===== config.mk =====
export PLATFORM = sky130hd
export DESIGN_NAME = gpio_hex_display
export DESIGN_NICKNAME = d
export VERILOG_FILES = /design/src/rtl/gpio_hex_pkg.sv /design/src/rtl/hex_seg_decode.sv /design/src/rtl/gpio_hex_display.sv
export SDC_FILE = /design/constraint.sdc
export NUM_CORES = 1
export LEC_CHECK = 0
export BUFFER_PORTS_ARGS = -buffer_cell sky130_fd_sc_hd__buf_2
export CORE_MARGIN = 1
export CORE_UTILIZATION = 52
export CTS_CLUSTER_DIAMETER = 80
export CTS_CLUSTER_SIZE = 24
export DETAILED_ROUTE_END_ITERATION = 8
export GPL_TIMING_DRIVEN = 0
export PLACE_DENSITY = 0.77
export RECOVER_POWER = 100
export SETUP_SLACK_MARGIN = 0.05
export SLEW_MARGIN = 20
export SYNTH_ARGS = -nofsm -noshare
export SYNTH_HDL_FRONTEND = slang
export SYNTH_HIERARCHICAL = 1
export SYNTH_SLANG_ARGS = --single-unit

===== constraint.sdc =====
create_clock -name clk -period 2.1 [get_ports clk]
set_clock_uncertainty 0.2 [all_clocks]
set_input_delay 0.105 -clock clk [delete_from_list [all_inputs] [get_ports clk]]
set_output_delay 0.105 -clock clk [all_outputs]
set_load 0.02 [all_outputs]

===== src/rtl/gpio_hex_pkg.sv =====
// rtl/gpio_hex_pkg.sv - register map, CTRL field positions and active-low glyph table
package gpio_hex_pkg;

  localparam logic [1:0] ADDR_VALUE = 2'd0;
  localparam logic [1:0] ADDR_CTRL  = 2'd1;

  localparam int CTRL_EN_BIT    = 0;
  localparam int CTRL_LZ_BIT    = 1;
  localparam int CTRL_BLINK_LSB = 8;
  localparam int CTRL_BLANK_LSB = 16;

  localparam logic [31:0] CTRL_RW_MASK = 32'h00FF_FF03;
  localparam logic [31:0] CTRL_RESET   = 32'h0000_0001;

  localparam logic [6:0] SEG_DARK = 7'h7F;

  // Glyph for nibble n sits at [7*n +: 7]; bit 0 = segment a, lowercase b and d.
  localparam logic [16*7-1:0] GLYPH_TABLE = {
    7'h0E, 7'h06, 7'h21, 7'h46, 7'h03, 7'h08, 7'h10, 7'h00,
    7'h78, 7'h02, 7'h12, 7'h19, 7'h30, 7'h24, 7'h79, 7'h40
  };

endpackage


===== src/rtl/hex_seg_decode.sv =====
// rtl/hex_seg_decode.sv - combinational nibble to active-low 7-segment decoder with blank
module hex_seg_decode
  import gpio_hex_pkg::*;
(
  input  logic [3:0] nibble,
  input  logic       blank,
  output logic [6:0] seg
);

  always_comb begin
    seg = SEG_DARK;
    if (!blank) begin
      seg = GLYPH_TABLE[{3'b000, nibble} * 7'd7 +: 7];
    end
  end

endmodule


===== src/rtl/gpio_hex_display.sv =====
// rtl/gpio_hex_display.sv - register-mapped multi-digit hex display with blink and zero suppression
module gpio_hex_display
  import gpio_hex_pkg::*;
#(
  parameter int N_DIGITS  = 8,
  parameter int BLINK_DIV = 25_000_000
) (
  input  logic                  clk,
  input  logic                  rst_n,
  input  logic                  wr_en,
  input  logic                  rd_en,
  input  logic [1:0]            addr,
  input  logic [31:0]           wr_data,
  output logic [31:0]           rd_data,
  output logic                  rd_valid,
  output logic [7*N_DIGITS-1:0] hex_seg,
  output logic                  blink_phase
);

  localparam int CNT_W = $clog2(BLINK_DIV);
  localparam logic [CNT_W-1:0] CNT_LAST = CNT_W'(BLINK_DIV - 1);

  logic [4*N_DIGITS-1:0] value_q, value_d;
  logic [31:0]           ctrl_q, ctrl_d;
  logic [CNT_W-1:0]      blink_cnt_q, blink_cnt_d;
  logic                  blink_phase_q, blink_phase_d;
  logic [31:0]           rd_data_q, rd_data_d;
  logic                  rd_valid_q, rd_valid_d;
  logic [7*N_DIGITS-1:0] hex_seg_q, hex_seg_d;

  logic                  wr_value, wr_ctrl;
  logic [N_DIGITS-1:0]   digit_blank;
  logic [7*N_DIGITS-1:0] seg_w;

  always_comb begin
    wr_value      = wr_en && (addr == ADDR_VALUE);
    wr_ctrl       = wr_en && (addr == ADDR_CTRL);
    value_d       = wr_value ? wr_data[4*N_DIGITS-1:0] : value_q;
    ctrl_d        = wr_ctrl ? (wr_data & CTRL_RW_MASK) : ctrl_q;
    blink_cnt_d   = blink_cnt_q + CNT_W'(1);
    blink_phase_d = blink_phase_q;
    // A CTRL write restarts the blink cycle even when it lands on a wrap.
    if (wr_ctrl) begin
      blink_cnt_d   = '0;
      blink_phase_d = 1'b0;
    end else if (blink_cnt_q == CNT_LAST) begin
      blink_cnt_d   = '0;
      blink_phase_d = !blink_phase_q;
    end
    rd_valid_d = rd_en;
    rd_data_d  = rd_data_q;
    if (rd_en) begin
      case (addr)
        ADDR_VALUE: rd_data_d = 32'(value_q);
        ADDR_CTRL:  rd_data_d = ctrl_q;
        default:    rd_data_d = 32'h0;
      endcase
    end
  end

  always_comb begin
    logic upper_zero;
    upper_zero  = 1'b1;
    digit_blank = '0;
    for (int i = N_DIGITS - 1; i >= 0; i--) begin
      upper_zero     = upper_zero && (value_q[4*i +: 4] == 4'h0);
      digit_blank[i] = !ctrl_q[CTRL_EN_BIT]
                    || ctrl_q[CTRL_BLANK_LSB + i]
                    || (ctrl_q[CTRL_BLINK_LSB + i] && blink_phase_q)
                    || (ctrl_q[CTRL_LZ_BIT] && (i > 0) && upper_zero);
    end
  end

  for (genvar g = 0; g < N_DIGITS; g++) begin : g_digit
    hex_seg_decode u_dec (
      .nibble (value_q[4*g +: 4]),
      .blank  (digit_blank[g]),
      .seg    (seg_w[7*g +: 7])
    );
  end

  always_comb begin
    hex_seg_d = seg_w;
  end

  always_ff @(posedge clk or negedge rst_n) begin
    if (!rst_n) begin
      value_q       <= '0;
      ctrl_q        <= CTRL_RESET;
      blink_cnt_q   <= '0;
      blink_phase_q <= 1'b0;
      rd_data_q     <= '0;
      rd_valid_q    <= 1'b0;
      hex_seg_q     <= '1;
    end else begin
      value_q       <= value_d;
      ctrl_q        <= ctrl_d;
      blink_cnt_q   <= blink_cnt_d;
      blink_phase_q <= blink_phase_d;
      rd_data_q     <= rd_data_d;
      rd_valid_q    <= rd_valid_d;
      hex_seg_q     <= hex_seg_d;
    end
  end

  assign rd_data     = rd_data_q;
  assign rd_valid    = rd_valid_q;
  assign hex_seg     = hex_seg_q;
  assign blink_phase = blink_phase_q;

endmodule


# Yosys cells after proc, flatten, opt, wreduce, memory -nomap -nowiden
# Index checks and enable logic that the tools add are counted.
# Widths: inputs -> output; s select.
# word_totals
reg_bits,165
inputBits,38
output_inout_bits,90
# classes
n_addsub,1
multipliers,8
eq_ne,2
shift,8
muxes,13
reduce_logical,57
# ops
cell,count
$shiftx 112x8->7 const A,8
$pmux 32 s2,1
$mul 4x3->7 const B,8
$mux 7,8
$mux 25,2
$logic_not 4->1,7
$add 25x1->25 const B,1
$eq 25x25->1 const B,1
$logic_and 1x1->1,23
$logic_or 1x1->1,23
$eq 2x1->1 const B,1
$logic_not 1->1,2
$logic_not 2->1,1
$mux 1,2
$reduce_bool 2->1,1

# Logic depth before layout (Yosys ltp)
# Gate-level depths: netlist of the first run.
# logic_depth
ltp_word,10
mapped_depth,6
ltp_nobuf,6

# Cells and area by module
# The synthesis of the first run kept the hierarchy.
# modules_own_cells
module,n_inst,cells_each,area_each_um2,seq_area_each_um2
gpio_hex_display,1,422,6162.2,4200.3
hex_seg_decode,8,35,299.0,0.0

# Worst setup path after synthesis of the first run
# Ideal clock, no wire load.
# synth_path
path_kind,flip-flop to flip-flop
startpoint,reg value_q[24]
endpoint,reg hex_seg_q[10] (netlist: hex_seg[10])
setup_time_ns,0.081
arrival_ns,2.001
t_required_ns,1.819
setup_slack_ns,-0.181
stages_incl_launch_ff,7
n_path_buf,0
cell_sequence,dfrtp_1 -> nor4_1 -> and4b_1 -> nand3_1 -> o31ai_1 -> nor2b_1 -> a32oi_1
# synth_between
elab_chain_cells,10
# synth_lines
element,line_no,source
"start, declared",gpio_hex_display.sv:23,"logic [4*N_DIGITS-1:0] value_q, value_d;"
"start signal, assigned",gpio_hex_display.sv:96,value_q <= value_d;
$logic_not 4->1,gpio_hex_display.sv:66,upper_zero = upper_zero && (value_q[4*i +: 4] == 4'h0);
$logic_and 1x1->1 (6 in series),gpio_hex_display.sv:66,
$logic_and 1x1->1,gpio_hex_display.sv:70,|| (ctrl_q[CTRL_LZ_BIT] && (i > 0) && upper_zero);
$logic_or 1x1->1,gpio_hex_display.sv:70,
via digit_blank[1],gpio_hex_display.sv:32,logic [N_DIGITS-1:0] digit_blank;
$mux 7,hex_seg_decode.sv:12,if (!blank) begin
via hex_seg_d[10],gpio_hex_display.sv:29,"logic [7*N_DIGITS-1:0] hex_seg_q, hex_seg_d;"
"end signal, assigned",gpio_hex_display.sv:102,hex_seg_q <= hex_seg_d;
"end, declared",gpio_hex_display.sv:29,
# The timed path passes the listed nets, and every way through them passes these cells.
# A chain may end at the register's enable or synchronous reset.

# Final worst setup path of the first run
# layout_path
startpoint,reg value_q[30]
endpoint,reg hex_seg_q[10] (netlist: hex_seg[10])
# Same word-level chain as after synthesis.

==> results of run 1 <==
Yosys cell counts, types with 11 or more instances:
cell                          n
sky130_fd_sc_hd__a22o_1      14
sky130_fd_sc_hd__dfrtp_1    108
sky130_fd_sc_hd__ha_1        57
sky130_fd_sc_hd__o2bb2ai_1   18
sky130_fd_sc_hd__mux2i_1     42
sky130_fd_sc_hd__dfstp_2     57
sky130_fd_sc_hd__mux2_2      50
sky130_fd_sc_hd__nor3_1      11
sky130_fd_sc_hd__a32oi_1     16
sky130_fd_sc_hd__a221o_1     16
sky130_fd_sc_hd__inv_1       31
sky130_fd_sc_hd__mux2_1      16
sky130_fd_sc_hd__nor2b_1     17
sky130_fd_sc_hd__nand2b_1    17
sky130_fd_sc_hd__nand2_1     22
sky130_fd_sc_hd__nor2_1      31
sky130_fd_sc_hd__buf_6       17
sky130_fd_sc_hd__a21oi_1     12
sky130_fd_sc_hd__clkbuf_1    13
placed cells by master, fill, tap and decap left out, drive strengths merged, types with 17 or more instances in the layout:
| cell | count |
|---|---|
| mux2 | 66 |
| ha | 57 |
| buf | 99 |
| mux2i | 42 |
| nand2b | 17 |
| clkbuf | 128 |
| dfstp | 57 |
| nor2b | 17 |
| nand2 | 30 |
| o2bb2ai | 18 |
| dlygate4sd3 | 36 |
| nor2 | 31 |
| inv | 32 |
| dfrtp | 108 |
logic make-up after synthesis:
kind of cell               synth area share, %
buffers and inverters                     4.43
xor gates and xnor gates                  1.02
DFF                                       49.1
adders and majority gates                 8.34
muxes                                     13.6
and+or+nand+nor                           11.2
AOI/OAI and AO/OA                         12.3
worst reg2reg max path, stage by stage, from the launching register on:
cell,delay (ns)
sky130_fd_sc_hd__dfrtp_2,0.45
sky130_fd_sc_hd__nor4b_4,0.34
sky130_fd_sc_hd__and4b_2,0.34
sky130_fd_sc_hd__nand3_4,0.13
sky130_fd_sc_hd__o31ai_4,0.25
sky130_fd_sc_hd__buf_12,0.16
sky130_fd_sc_hd__nor2b_2,0.05
sky130_fd_sc_hd__a32oi_1,0.20
where the power goes:
part	switching (uW)	total [uW]	internal (uW)
clock network	1270	3280	2010
logic	1700	3020	1320
registers	504	4390	3890
total	3470	10700	7210
flip-flops by register name (all words and copies together), names as in the netlist:
name / flops
rd_valid: 1
rd_data: 32
ctrl_q: 18
blink_cnt_q: 25
value_q: 32
hex_seg: 56
blink_phase: 1
worst min path at each step:
stage                from                        to  slack, ns  cells after the start
floorplan           rst_n  blink_cnt_q[0]$_DFF_PN0_      -0.39                      0
global placement    rd_en        rd_valid$_DFF_PN0_       0.05                      1
detailed placement  rst_n    ctrl_q[16]$_DFFE_PN0P_      -0.05                      1
CTS                 rst_n   rd_data[11]$_DFFE_PN0P_        0.1                      2
global route        rd_en        rd_valid$_DFF_PN0_       0.18                      2
finish              rd_en        rd_valid$_DFF_PN0_       0.18                      2
timing repair:
action,in CTS,in global routing
pin swaps,12,26
setup endpoints to repair,66,60
hold buffers,36,0
cloned,1,2
resized for setup,30,62
endpoints found under the hold margin,137,0
setup buffers,18,21
metrics by stage:
| step | setup TNS [ns] | instances |
|---|---|---|
| 2_1_floorplan | 0 | 702 |
| 3_3_place_gp | -243.88 | 1045 |
| 3_5_place_dp | -18.63 | 1046 |
| 4_1_cts | -0.661 | 1133 |
| 5_1_grt | -1.87 | 1156 |
| 6_report | -0.370 | 1156 |
layer usage:
metal	up-vias	global-route usage [%]	wire length (um)
li1	3052	-	-
met1	3308	32.5	9190
met2	199	40.6	10400
met3	32	5.21	928
met4	0	7.59	416
met5	-	0	0
cell type report:
class	instances	area (um2)	share of cell area [%]
clock inverter	10	145	1.32
tap	216	270	2.45
inverter	31	119	1.08
sequential	165	4230	38.3
multi-input combinational	471	4240	38.5
buffer	35	293	2.66
timing repair buffer	206	1250	11.3
clock buffer	22	484	4.39
==> metrics list, run 1 <==
- Status: finished with violations
- The checks that failed: negative setup slack.
* Final count of negative-setup-slack endpoints: 11
- Total power: 10,700 uW
- Half-perimeter wire length after detailed placement: 12,900 um
- In this run, CTS created clock tree buffers numbering 17.
- CP Data Required Time: 2.25 ns
- Share of layout cells above drive strength 1: 34.4%
- Kind of capture point of the worst setup path: flip-flop
* Number of enable flip-flop cells after synthesis: 0
* Fillers: 1,160
- Minimum clock period: 2.19 ns
* Post-synth net total: 797
* Crit path largest cell delay: 0.45 ns
* Total leakage power: 0.00476 uW
* Core Area: 16,000 um2
- Together, buffers and inverters on the worst path number 1.
- For this design, the sink count on the clock tree is 165.
- Reg-to-reg critical path startpoint: value_q[30]$_DFFE_PN0P_
* Leading area contributor after synthesis: sky130_fd_sc_hd__dfrtp_1
- Count of cells along the worst register-to-register path: 7
- Sequential share of the synthesized area: 49.1%
* Root cell of the clock tree: sky130_fd_sc_hd__clkbuf_16
* Post-Place Setup Slack: -0.614 ns
* Maximum net fanout on the critical path: 4
* Data arrival, critical path: 2.34 ns
- Ant diodes: 0
- Levels on crit path: 7
- Full die area: 17,000 um2
- Setup repair after global routing missed its margin: yes
- Signed area change from the synthesized netlist to the final layout: 28.9%
- The final layout contains 1,022 nets.
- Port Buf Inserts: 127
* Length of the first detailed-routing pass in iterations: 5
* Total standard cell area after synthesis: 8550 um2
* Total via count in the routed design: 6,591
- The number of pins with negative max-slew slack in the final report was 0.
* DIE HEIGHT: 130 um
* Launch point of the worst path: value_q[30]$_DFFE_PN0P_
- Across all register-to-register paths, the minimum setup slack is -0.09 ns.
- From left edge to right edge, the die measures 130 um.
- After detailed routing, the number of remaining DRC violations is 0.
- Worst flop-to-flop path endpoint: hex_seg[10]$_DFF_PN1_
- Clock-pin slew was measured on the worst setup and hold paths at 0.06 ns.
- The first global-routing pass estimated 31,900 um of wire.
- Top cell type's share of synthesized area: 31.6%
- Effective utilization at floorplan: 53.5%
* Post-placement cell area: 9530 um2
- The most critical setup path has its endpoint at hex_seg[10]$_DFF_PN1_.
* Max-Slew Margin vs Limit: 26.0%
- Average footprint of a synthesized cell: 12.2 um2
- Post-route cell area: 11,000 um2
* Number of placed I/O pins: 128
- By area the synthesized netlist is led by sky130_fd_sc_hd__dfrtp_1 32%, sky130_fd_sc_hd__dfstp_2 18%, sky130_fd_sc_hd__ha_1 8.3%.
* Top flip-flop cell by instance count after synthesis: sky130_fd_sc_hd__dfrtp_1
* Critical path's slowest cell: sky130_fd_sc_hd__dfrtp_2
* Initial detailed-routing violation count: 379
- Global-route total usage across every layer: 24.6%
- Cells fill 68.9% of the core in the end.
- Worst-Margin Slew: 1.11 ns
* Initial antenna violation count: 0
- Hold WC Path Type: input port to flip-flop
- Number of synthesis warnings: 6
- The H-tree was split into 4 levels.
- The number of global-route vias before repair is 6,217.
- The total overflow left after global routing is 0.
- TritonCTS built the clock tree.
- The synthesized design contains 165 register bits.
- STA classifies the critical path startpoint as a flip-flop.
- Maximum count of clock buffers along a single path: 2
- The final count of hold timing violations is 0.
- Synthesis instantiated 47 different standard cells from the library.
- Based on the critical path, the design can be clocked at up to 457 MHz.
- Entering global routing, the biggest net connects 86 pins.
- Share of the clock period used by the worst path: 104%
- Antenna-violating nets left: 0
- For this block, the routed nets add up to 20,900 um of wire.
- In the post-route analysis, the smallest setup slack over all paths is -0.0903 ns.
- Number of instances in the synthesized netlist: 702
- Of all flip-flops after synthesis, the portion carrying an async set or reset was 100%.
- Dividing the detail-routed via count by the number of cells gives 5.70.
- Final hold analysis gives a worst-case slack of 0.179 ns.
- The congestion estimate from routability-driven global placement came to 0.841.
- Wirelength per Cell: 18.1 um
* Cell Chain, Critical Path: nor4b_4, and4b_2, nand3_4, o31ai_4, buf_12, nor2b_2, a32oi_1
* Crit Path Class: flip-flop to flip-flop
- Max-capacitance violation count: 0
- The later pin in the worst-skew pair is clocked with a latency of 0.43 ns.
- The worst-case IR drop observed on VDD is 0.678 mV.
- Family with the most delay on the worst path: simple AND/OR/NAND/NOR gates
- Standard-cell rows: 46
- Power spread over the standard cell area amounts to 969 nW/um2.
(Power assumes the default switching activity.)
==> run 2: changes to the inputs <==
BUFFER_PORTS_ARGS = -buffer_cell sky130_fd_sc_hd__clkbuf_2   (was -buffer_cell sky130_fd_sc_hd__buf_2)
CORE_ASPECT_RATIO = 0.5   (was unset)
GPL_TIMING_DRIVEN = unset   (was 0)
==> run 2 against run 1 <==
The flow still finishes with violations (negative setup slack). Fmax up 2.7%. Critical path depth up 1. Sequential power down 4%. Critical path type unchanged. Critical endpoint is now hex_seg[14]$_DFF_PN1_. Largest power group unchanged.
==> metrics list, run 2 (same netlist as run 1, synthesis figures left out) <==
* GPL Wtd Cong: 0.856 (was 0.841)
- The number of design-rule violations left by the first detailed-router iteration came to 414 (was 379).
- The clock slew seen by the registers of the worst setup and hold paths came to 0.07 ns (was 0.06 ns).
* Half-perimeter wire length after detailed placement: 13,700 um (was 12,900 um)
* Share of the clock period used by the worst path: 102% (was 104%)
- The height of the die came to 92.7 um (was 130 um).
* Worst flop-to-flop path endpoint: hex_seg[14]$_DFF_PN1_ (was hex_seg[10]$_DFF_PN1_)
- Wirelength per Cell: 17.9 um (was 18.1 um)
- Flip-flop count of the largest register after layout: 56 (unchanged)
- The H-tree depth was 4 (unchanged).
- Final Max Slew Viols: 0 (unchanged)
- Net switching share of the total power: 32.5% (about the same)
* Status: finished with violations (unchanged)
* Worst Setup Start Kind: flip-flop (unchanged)
- Family with the most delay on the worst path: simple AND/OR/NAND/NOR gates (unchanged)
- The number of port buffers was 127 (unchanged).
* Total net switching power: 3470 uW (about the same)
* Global-route track usage on met3: 4.72% (was 5.21%)
- TritonCTS buffer count: 17 (unchanged)
- The count of max-cap constraint violations came to 0 (unchanged).
- Reg-to-reg setup timing slack: -0.03 ns (was -0.09 ns)
- Worst vdd rail ir drop: 0.691 mV (was 0.678 mV)
* Total via count in the routed design: 6,567 (was 6,591)
- The relative slew slack was 6.80% (was 26.0%).
- The cell count of the worst reg-to-reg path is 8 (was 7).
* Number of hold-slack violations in the final timing report: 0 (unchanged)
- The number of global-route vias before repair was 6,488 (was 6,217).
* Post-route cell area: 10,800 um2 (was 11,000 um2)
* Commonest non-fill, non-tap cell in the layout: sky130_fd_sc_hd__dfrtp_1 (was sky130_fd_sc_hd__clkbuf_1)
* Setup repair after global routing missed its margin: yes (unchanged)
* Achievable Freq: 469 MHz (was 457 MHz)
- Reg-to-reg critical path startpoint: value_q[24]$_DFFE_PN0P_ (was value_q[30]$_DFFE_PN0P_)
- First-pass GRT wire length: 33,200 um (was 31,900 um)
- NumNets Final: 1,020 (was 1,022)
- Grt peak-use layer: met2 (unchanged)
- The path type of the worst setup path was flip-flop to flip-flop (unchanged).
- Kind of capture point of the worst setup path: flip-flop (unchanged)
* Internal Power: 7220 uW (was 7210 uW)
- GR Util met1: 33.6% (was 32.5%)
* Worst skew pair latency: 0.43 ns (about the same)
* Vias/cell: 5.67 (was 5.70)
- Signed area change from the synthesized netlist to the final layout: 26.5% (was 28.9%)
- The critical path data required time was 2.24 ns (was 2.25 ns).
* Critical path buffers and inverters: 2 (was 1)
* Data arrival, critical path: 2.27 ns (was 2.34 ns)
- Hold WC Path Type: input port to flip-flop (unchanged)
- The maximum count of clock buffers along a single path came to 2 (unchanged).
* P per Cell Area: 988 nW/um2 (was 969 nW/um2)
* Minimum clock period: 2.13 ns (was 2.19 ns)
* Final count of negative-setup-slack endpoints: 4 (was 11)
- The length of the first detailed-routing pass in iterations is 5 (unchanged).
- Clock share of power: 31.0% (was 30.7%)
- The peak fanout along the critical path came to 4 (unchanged).
* Worst-Margin Slew: 1.40 ns (was 1.11 ns)
* Core Area: 15,700 um2 (was 16,000 um2)
- The total negative setup slack is -0.0564 ns (was -0.370 ns).
* Endpoint of the worst hold-timing path: blink_phase$_DFFE_PN0P_ (was rd_valid$_DFF_PN0_)
- Post-placement cell area: 9790 um2 (was 9530 um2)
* Hold path start: wr_en (was rd_en)
- The initial core utilization was 54.4% (was 53.5%).
- Share of total power in sequential cells: 39.3% (was 41.1%)
- Full die area: 17,000 um2 (about the same)
- The top-level I/O count came to 128 (unchanged).
- The largest stage delay on the critical path is 0.38 ns (was 0.45 ns).
- The initial antenna violation count came to 0 (unchanged).
* Chip width: 183 um (was 130 um)
- Antenna-violating nets left: 0 (unchanged)
* Ant diodes: 0 (unchanged)
- Setup WS post-layout: -0.0319 ns (was -0.0903 ns)
- Top library cells by usage in the layout, fill and taps aside: 107 x sky130_fd_sc_hd__dfrtp_1, 95 x sky130_fd_sc_hd__clkbuf_1, 64 x sky130_fd_sc_hd__buf_4 (was 105 x sky130_fd_sc_hd__clkbuf_1, 88 x sky130_fd_sc_hd__dfrtp_1, 57 x sky130_fd_sc_hd__dfstp_2).
- Maximum number of pins on one net before global-route repair: 57 (was 86)
- Total power: 10,700 uW (about the same)
* Cell Chain, Critical Path: nor4_1, buf_4, and4b_1, nand3_2, buf_6, o21ai_4, nor2_2, a32oi_1 (was nor4b_4, and4b_2, nand3_4, o31ai_4, buf_12, nor2b_2, a32oi_1)
- Standard-cell rows: 32 (was 46)
- The global-route total usage across every layer was 25.2% (was 24.6%).
- TritonCTS clock tree: built (unchanged)
* Met2 Usage GRT: 42.5% (was 40.6%)
* DRT Wirelength: 20,800 um (was 20,900 um)
- The total placed cells including tap cells is 1,080 (was 1,046).
* Gr ovfl total: 0 (unchanged)
- Root cell of the clock tree: sky130_fd_sc_hd__clkbuf_16 (unchanged)
- The DRC violation count after routing was 0 (unchanged).
* Total leakage power: 0.00477 uW (was 0.00476 uW)
* Final non-filler cell total: 1,159 (was 1,156)
- The number of clock sinks seen by CTS was 165 (unchanged).
- Critical path's slowest cell: sky130_fd_sc_hd__dfrtp_1 (was sky130_fd_sc_hd__dfrtp_2)
- Violated checks: negative setup slack (unchanged).
* Number of stages on the worst hold path: 4 (was 2)
- Share of layout cells above drive strength 1: 32.2% (was 34.4%)
- The fraction of power consumed by combinational cells came to 29.6% (was 28.2%).
## run 2: cell types whose count changed in the layout (fill, tap and decap cells not counted), sizes merged
cell and change:
clkbuf +25, clkinv +2, clkinvlp -1, buf -27
bufinv +1, dlygate4sd3 -2
## run 2: area by class of cell
cell class	instances	area, um2
fill	1156	4910
sequential	165	4200
multi-input combinational	471	4130
timing repair buffer	239	1470
clock buffer	20	447
tap	221	277
clock inverter	12	178
inverter	31	116
## run 2: layer usage
metal	share of wire (%)	wire length, um
met1	45	9440
met2	49	10200
met3	4.3	903
met4	1.2	241
met5	0	0
## run 2: worst max path at each step
stage | start | endpoint | slack [ns] | cells after the start
2_1_floorplan | value_q[24]$_DFFE_PN0P_ | hex_seg[10]$_DFF_PN1_ | 0.06 | 6
6_report | value_q[24]$_DFFE_PN0P_ | hex_seg[14]$_DFF_PN1_ | -0.03 | 8
3_5_place_dp | value_q[22]$_DFFE_PN0P_ | hex_seg[11]$_DFF_PN1_ | -0.10 | 7
5_1_grt | value_q[22]$_DFFE_PN0P_ | hex_seg[14]$_DFF_PN1_ | -0.12 | 7
4_1_cts | value_q[26]$_DFFE_PN0P_ | hex_seg[7]$_DFF_PN1_ | -0.03 | 7
3_3_place_gp | value_q[25]$_DFFE_PN0P_ | hex_seg[11]$_DFF_PN1_ | 0.03 | 8
## run 2: stage by stage
step	worst slack (ns)	hold slack, ns	utilization, %
6_report	-0.0319	0.0967	68.8
5_1_grt	-0.120	0.0938	68.8
4_1_cts	-0.0278	0.0215	69.0
3_5_place_dp	-0.100	-0.0899	62.2
3_3_place_gp	0.0264	-0.108	62.2
2_1_floorplan	0.0571	-0.391	-
## run 2: worst min-delay path: cells and delay by family
family          cells  cell delay, ns
compound gates      1            0.16
buf+inv             2            0.33
simple gates        1            0.08
## run 2: repair_timing
item	4_1_cts	5_1_grt
buffers inserted	8	5
endpoints found under the setup margin	29	33
hold buffers	34	0
pin swaps	10	11
gates resized for setup	11	23
hold endpoints to repair	178	0
## run 2: power groups by stage
stage	clock, uW	sequential [uW]	combinational, uW
floorplan	0	4730	1540
global placement	0	4250	2910
detailed placement	0	4270	3000
CTS	3360	4200	3180
global route	3490	4270	3450
finish	3320	4210	3170
==> run 3: changes to the inputs <==
CELL_PAD_IN_SITES_DETAIL_PLACEMENT = 0   (was unset)
CELL_PAD_IN_SITES_GLOBAL_PLACEMENT = 1   (was unset)
CORE_UTILIZATION = 42   (was 52)
PLACE_DENSITY = unset   (was 0.77)
PLACE_DENSITY_LB_ADDON = 0.1   (was unset)
==> run 3 against run 2 <==
Utilization shrank 14 points. Worst setup slack worse by 0.038 ns. The run still ends with negative setup slack left. Global-route usage is 4.2 points lower. Worst hold slack lost 0.0024 ns. Critical endpoint is now hex_seg[7]$_DFF_PN1_. Flip-flop and latch count did not move. Critical path depth stayed put. Final area is 0.40% higher. Routed wire length rose by 3.7%.
==> metrics list, run 3 (same netlist as run 1, synthesis figures left out) <==
* Count of cells along the worst register-to-register path: 8 (unchanged)
- Vias in the first global route: 6,176 (was 6,488)
- The power density relative to cell area came to 985 nW/um2 (was 988 nW/um2).
- The total global routing overflow was 0 (unchanged).
* Full die area: 21,000 um2 (was 17,000 um2)
- Top library cells by usage in the layout, fill and taps aside: 119 x sky130_fd_sc_hd__clkbuf_1, 106 x sky130_fd_sc_hd__dfrtp_1, 57 x sky130_fd_sc_hd__dfstp_2 (was 107 x sky130_fd_sc_hd__dfrtp_1, 95 x sky130_fd_sc_hd__clkbuf_1, 64 x sky130_fd_sc_hd__buf_4)
- The via density per instance came to 5.26 (was 5.67).
- The total of endpoints with negative setup slack in the final report is 7 (was 4).
- The largest stage delay on the critical path came to 0.41 ns (was 0.38 ns).
- Crit Path Class: flip-flop to flip-flop (unchanged)
- Reg-to-reg critical path startpoint: value_q[30]$_DFFE_PN0P_ (was value_q[24]$_DFFE_PN0P_)
- The maximum count of clock buffers along a single path is 2 (unchanged).
- The average routed wire per standard cell is 17.9 um (about the same).
- The relative slew slack is 24.7% (was 6.80%).
- The pin count of the biggest net entering global routing came to 47 (was 57).
- Violated checks: negative setup slack (unchanged)
* Signed area change from the synthesized netlist to the final layout: 27.0% (was 26.5%)
- The total vias in the final route is 6,350 (was 6,567).
- The type of origin of the critical path is a flip-flop (unchanged).
- The dominant delay contributor by cell family on the critical path is simple AND/OR/NAND/NOR gates (unchanged).
- The number of clock sinks seen by CTS was 165 (unchanged).
- Final standard cell utilization of the core: 55.2% (was 68.8%)
* Maximum net fanout on the critical path: 4 (unchanged)
- Worst-Margin Slew: 1.13 ns (was 1.40 ns)
- The final layout net count was 1,023 (was 1,020).
* Share of layout cells above drive strength 1: 29.9% (was 32.2%)
- Hold path start: addr[1] (was wr_en)
- The total CTS buffers was 17 (unchanged).
- The fill cell total of the finished layout came to 1,767 (was 1,156).
- The half-perimeter wire length of the detailed placement result was 14,900 um (was 13,700 um).
- Max-capacitance violation count: 0 (unchanged)
- The data arrival time at the worst-slack endpoint was 2.32 ns (was 2.27 ns).
- Post-placement cell area: 9910 um2 (was 9790 um2)
- Worst skew pair latency: 0.43 ns (about the same)
- First-pass GRT wire length: 33,500 um (was 33,200 um)
- Achievable Freq: 461 MHz (was 469 MHz)
- Critical path buffers and inverters: 2 (unchanged)
- The critical path data required time came to 2.25 ns (was 2.24 ns).
- The total power consumption of the routed design came to 10,700 uW (about the same).
- Hold WC Path Type: input port to flip-flop (unchanged)
- The terminus of the critical flop-to-flop path is hex_seg[7]$_DFF_PN1_ (was hex_seg[14]$_DFF_PN1_).
- Kind of capture point of the worst setup path: flip-flop (unchanged)
* Initial antenna violation count: 0 (unchanged)
- The number of antenna diodes was 0 (unchanged).
- Port Buf Inserts: 127 (unchanged)
- The global-route total usage across every layer is 21.0% (was 25.2%).
- DRT Wirelength: 21,600 um (was 20,800 um)
- The height of the die was 103 um (was 92.7 um).
* Number of placed I/O pins: 128 (unchanged)
- The smallest setup slack after layout was -0.0703 ns (was -0.0319 ns).
- Worst vdd rail ir drop: 0.565 mV (was 0.691 mV)
* Final Max Slew Viols: 0 (unchanged)
* Length of the first detailed-routing pass in iterations: 7 (was 5)
* Effective utilization at floorplan: 43.5% (was 54.4%)
- Clock-pin transition on the worst setup and hold timing paths: 0.07 ns (about the same)
* Critical path's slowest cell: sky130_fd_sc_hd__dfrtp_1 (unchanged)
- GPL Wtd Cong: 0.790 (was 0.856)
- The area inside the core boundary is 19,700 um2 (was 15,700 um2).
- Cell Chain, Critical Path: nor4b_4, buf_4, and4b_1, nand3_2, o31ai_4, buf_6, nor2_2, a32oi_1 (was nor4_1, buf_4, and4b_1, nand3_2, buf_6, o21ai_4, nor2_2, a32oi_1).
- The DRC violation count after routing came to 0 (unchanged).
* Total leakage power: 0.00470 uW (was 0.00477 uW)
- Chip width: 204 um (was 183 um)
* Max H-tree Level: 4 (unchanged)
- Number of stages on the worst hold path: 4 (unchanged)
- The post-detailed-route count of antenna-violating nets came to 0 (unchanged).
- Reg-to-reg setup timing slack: -0.07 ns (was -0.03 ns)
- The flip-flop count of the largest register, all copies and words added came to 56 (unchanged).
- Number of hold-slack violations in the final timing report: 0 (unchanged)
- The TritonCTS clock tree was built (unchanged).
* Status: finished with violations (unchanged)
- The final critical path time including I/O delays and setup was 2.17 ns (was 2.13 ns).
* Initial detailed-routing violation count: 279 (was 414)
* Post-Place Setup Slack: -0.299 ns (was -0.100 ns)
* Standard-cell rows: 36 (was 32)
- Endpoint of the worst hold-timing path: value_q[11]$_DFFE_PN0P_ (was blink_phase$_DFFE_PN0P_)
- Setup repair after global routing missed its margin: yes (unchanged).
- Commonest non-fill, non-tap cell in the layout: sky130_fd_sc_hd__clkbuf_1 (was sky130_fd_sc_hd__dfrtp_1)
* Share of the clock period used by the worst path: 103% (was 102%)
- Post-route cell area: 10,900 um2 (was 10,800 um2)
- The root cell of the clock tree is sky130_fd_sc_hd__clkbuf_16 (unchanged).
run 3: cell count changes in the layout (fill, tap and decap cells not counted), sizes merged:
cell / delta
clkbuf: +28
clkinv: -4
dlygate4sd3: +2
buf: -26
clkinvlp: +2
or4: +1
run 3: cell type report:
type | instances | area [um2] | share of cell area [%]
sequential | 165 | 4200 | 38.7
multi-input combinational | 472 | 4160 | 38.3
timing repair buffer | 241 | 1400 | 12.8
clock buffer | 22 | 484 | 4.46
tap | 266 | 333 | 3.06
clock inverter | 10 | 169 | 1.55
inverter | 31 | 119 | 1.09
run 3: worst max path at each step:
stage,start,end,slack (ns),cells after the start
CTS,value_q[30]$_DFFE_PN0P_,hex_seg[17]$_DFF_PN1_,-0.06,8
finish,value_q[30]$_DFFE_PN0P_,hex_seg[7]$_DFF_PN1_,-0.07,8
floorplan,value_q[24]$_DFFE_PN0P_,hex_seg[10]$_DFF_PN1_,0.06,6
global route,value_q[30]$_DFFE_PN0P_,hex_seg[7]$_DFF_PN1_,-0.15,8
detailed placement,value_q[30]$_DFFE_PN0P_,hex_seg[24]$_DFF_PN1_,-0.30,8
global placement,value_q[30]$_DFFE_PN0P_,hex_seg[24]$_DFF_PN1_,-0.21,8
run 3: what timing repair did:
| action | 4_1_cts | 5_1_grt |
|---|---|---|
| resized for setup | 6 | 33 |
| pin swaps | 5 | 23 |
| gates cloned | 0 | 1 |
| hold buffers | 36 | 0 |
| endpoints found under the hold margin | 184 | 0 |
| buffers inserted | 0 | 5 |
| endpoints found under the setup margin | 41 | 37 |
run 3: metrics by stage:
stage / hold slack [ns] / TNS (ns) / cells
after floorplan: -0.391 / 0 / 702
after global placement: -0.117 / -3.07 / 1133
after detailed placement: -0.109 / -4.08 / 1133
after CTS: 0.0774 / -0.375 / 1201
after global routing: 0.0869 / -2.01 / 1207
final: 0.0942 / -0.294 / 1207
run 3: worst reg2reg max path: cells and delay by family (launching register included):
family          cells  cell delay (ns)
flops               1             0.41
compound gates      2             0.45
simple gates        4             0.71
buf+inv             2             0.30
run 3: where the power goes:
group / leakage (uW) / switching [uW] / internal [uW]
logic: 0.00242 / 1830 / 1210
clock network: 0.000309 / 1320 / 2130
registers: 0.00197 / 334 / 3880
run 3: layer usage:
| layer | vias to the layer above | GRT usage (%) | part of all wire [%] |
|---|---|---|---|
| met3 | 10 | 4.52 | 3.3 |
| li1 | 3046 | - | - |
| met5 | - | 0 | 0 |
| met2 | 98 | 32.6 | 46 |
| met1 | 3196 | 30.1 | 50 |
| met4 | 0 | 5.09 | 0.84 |
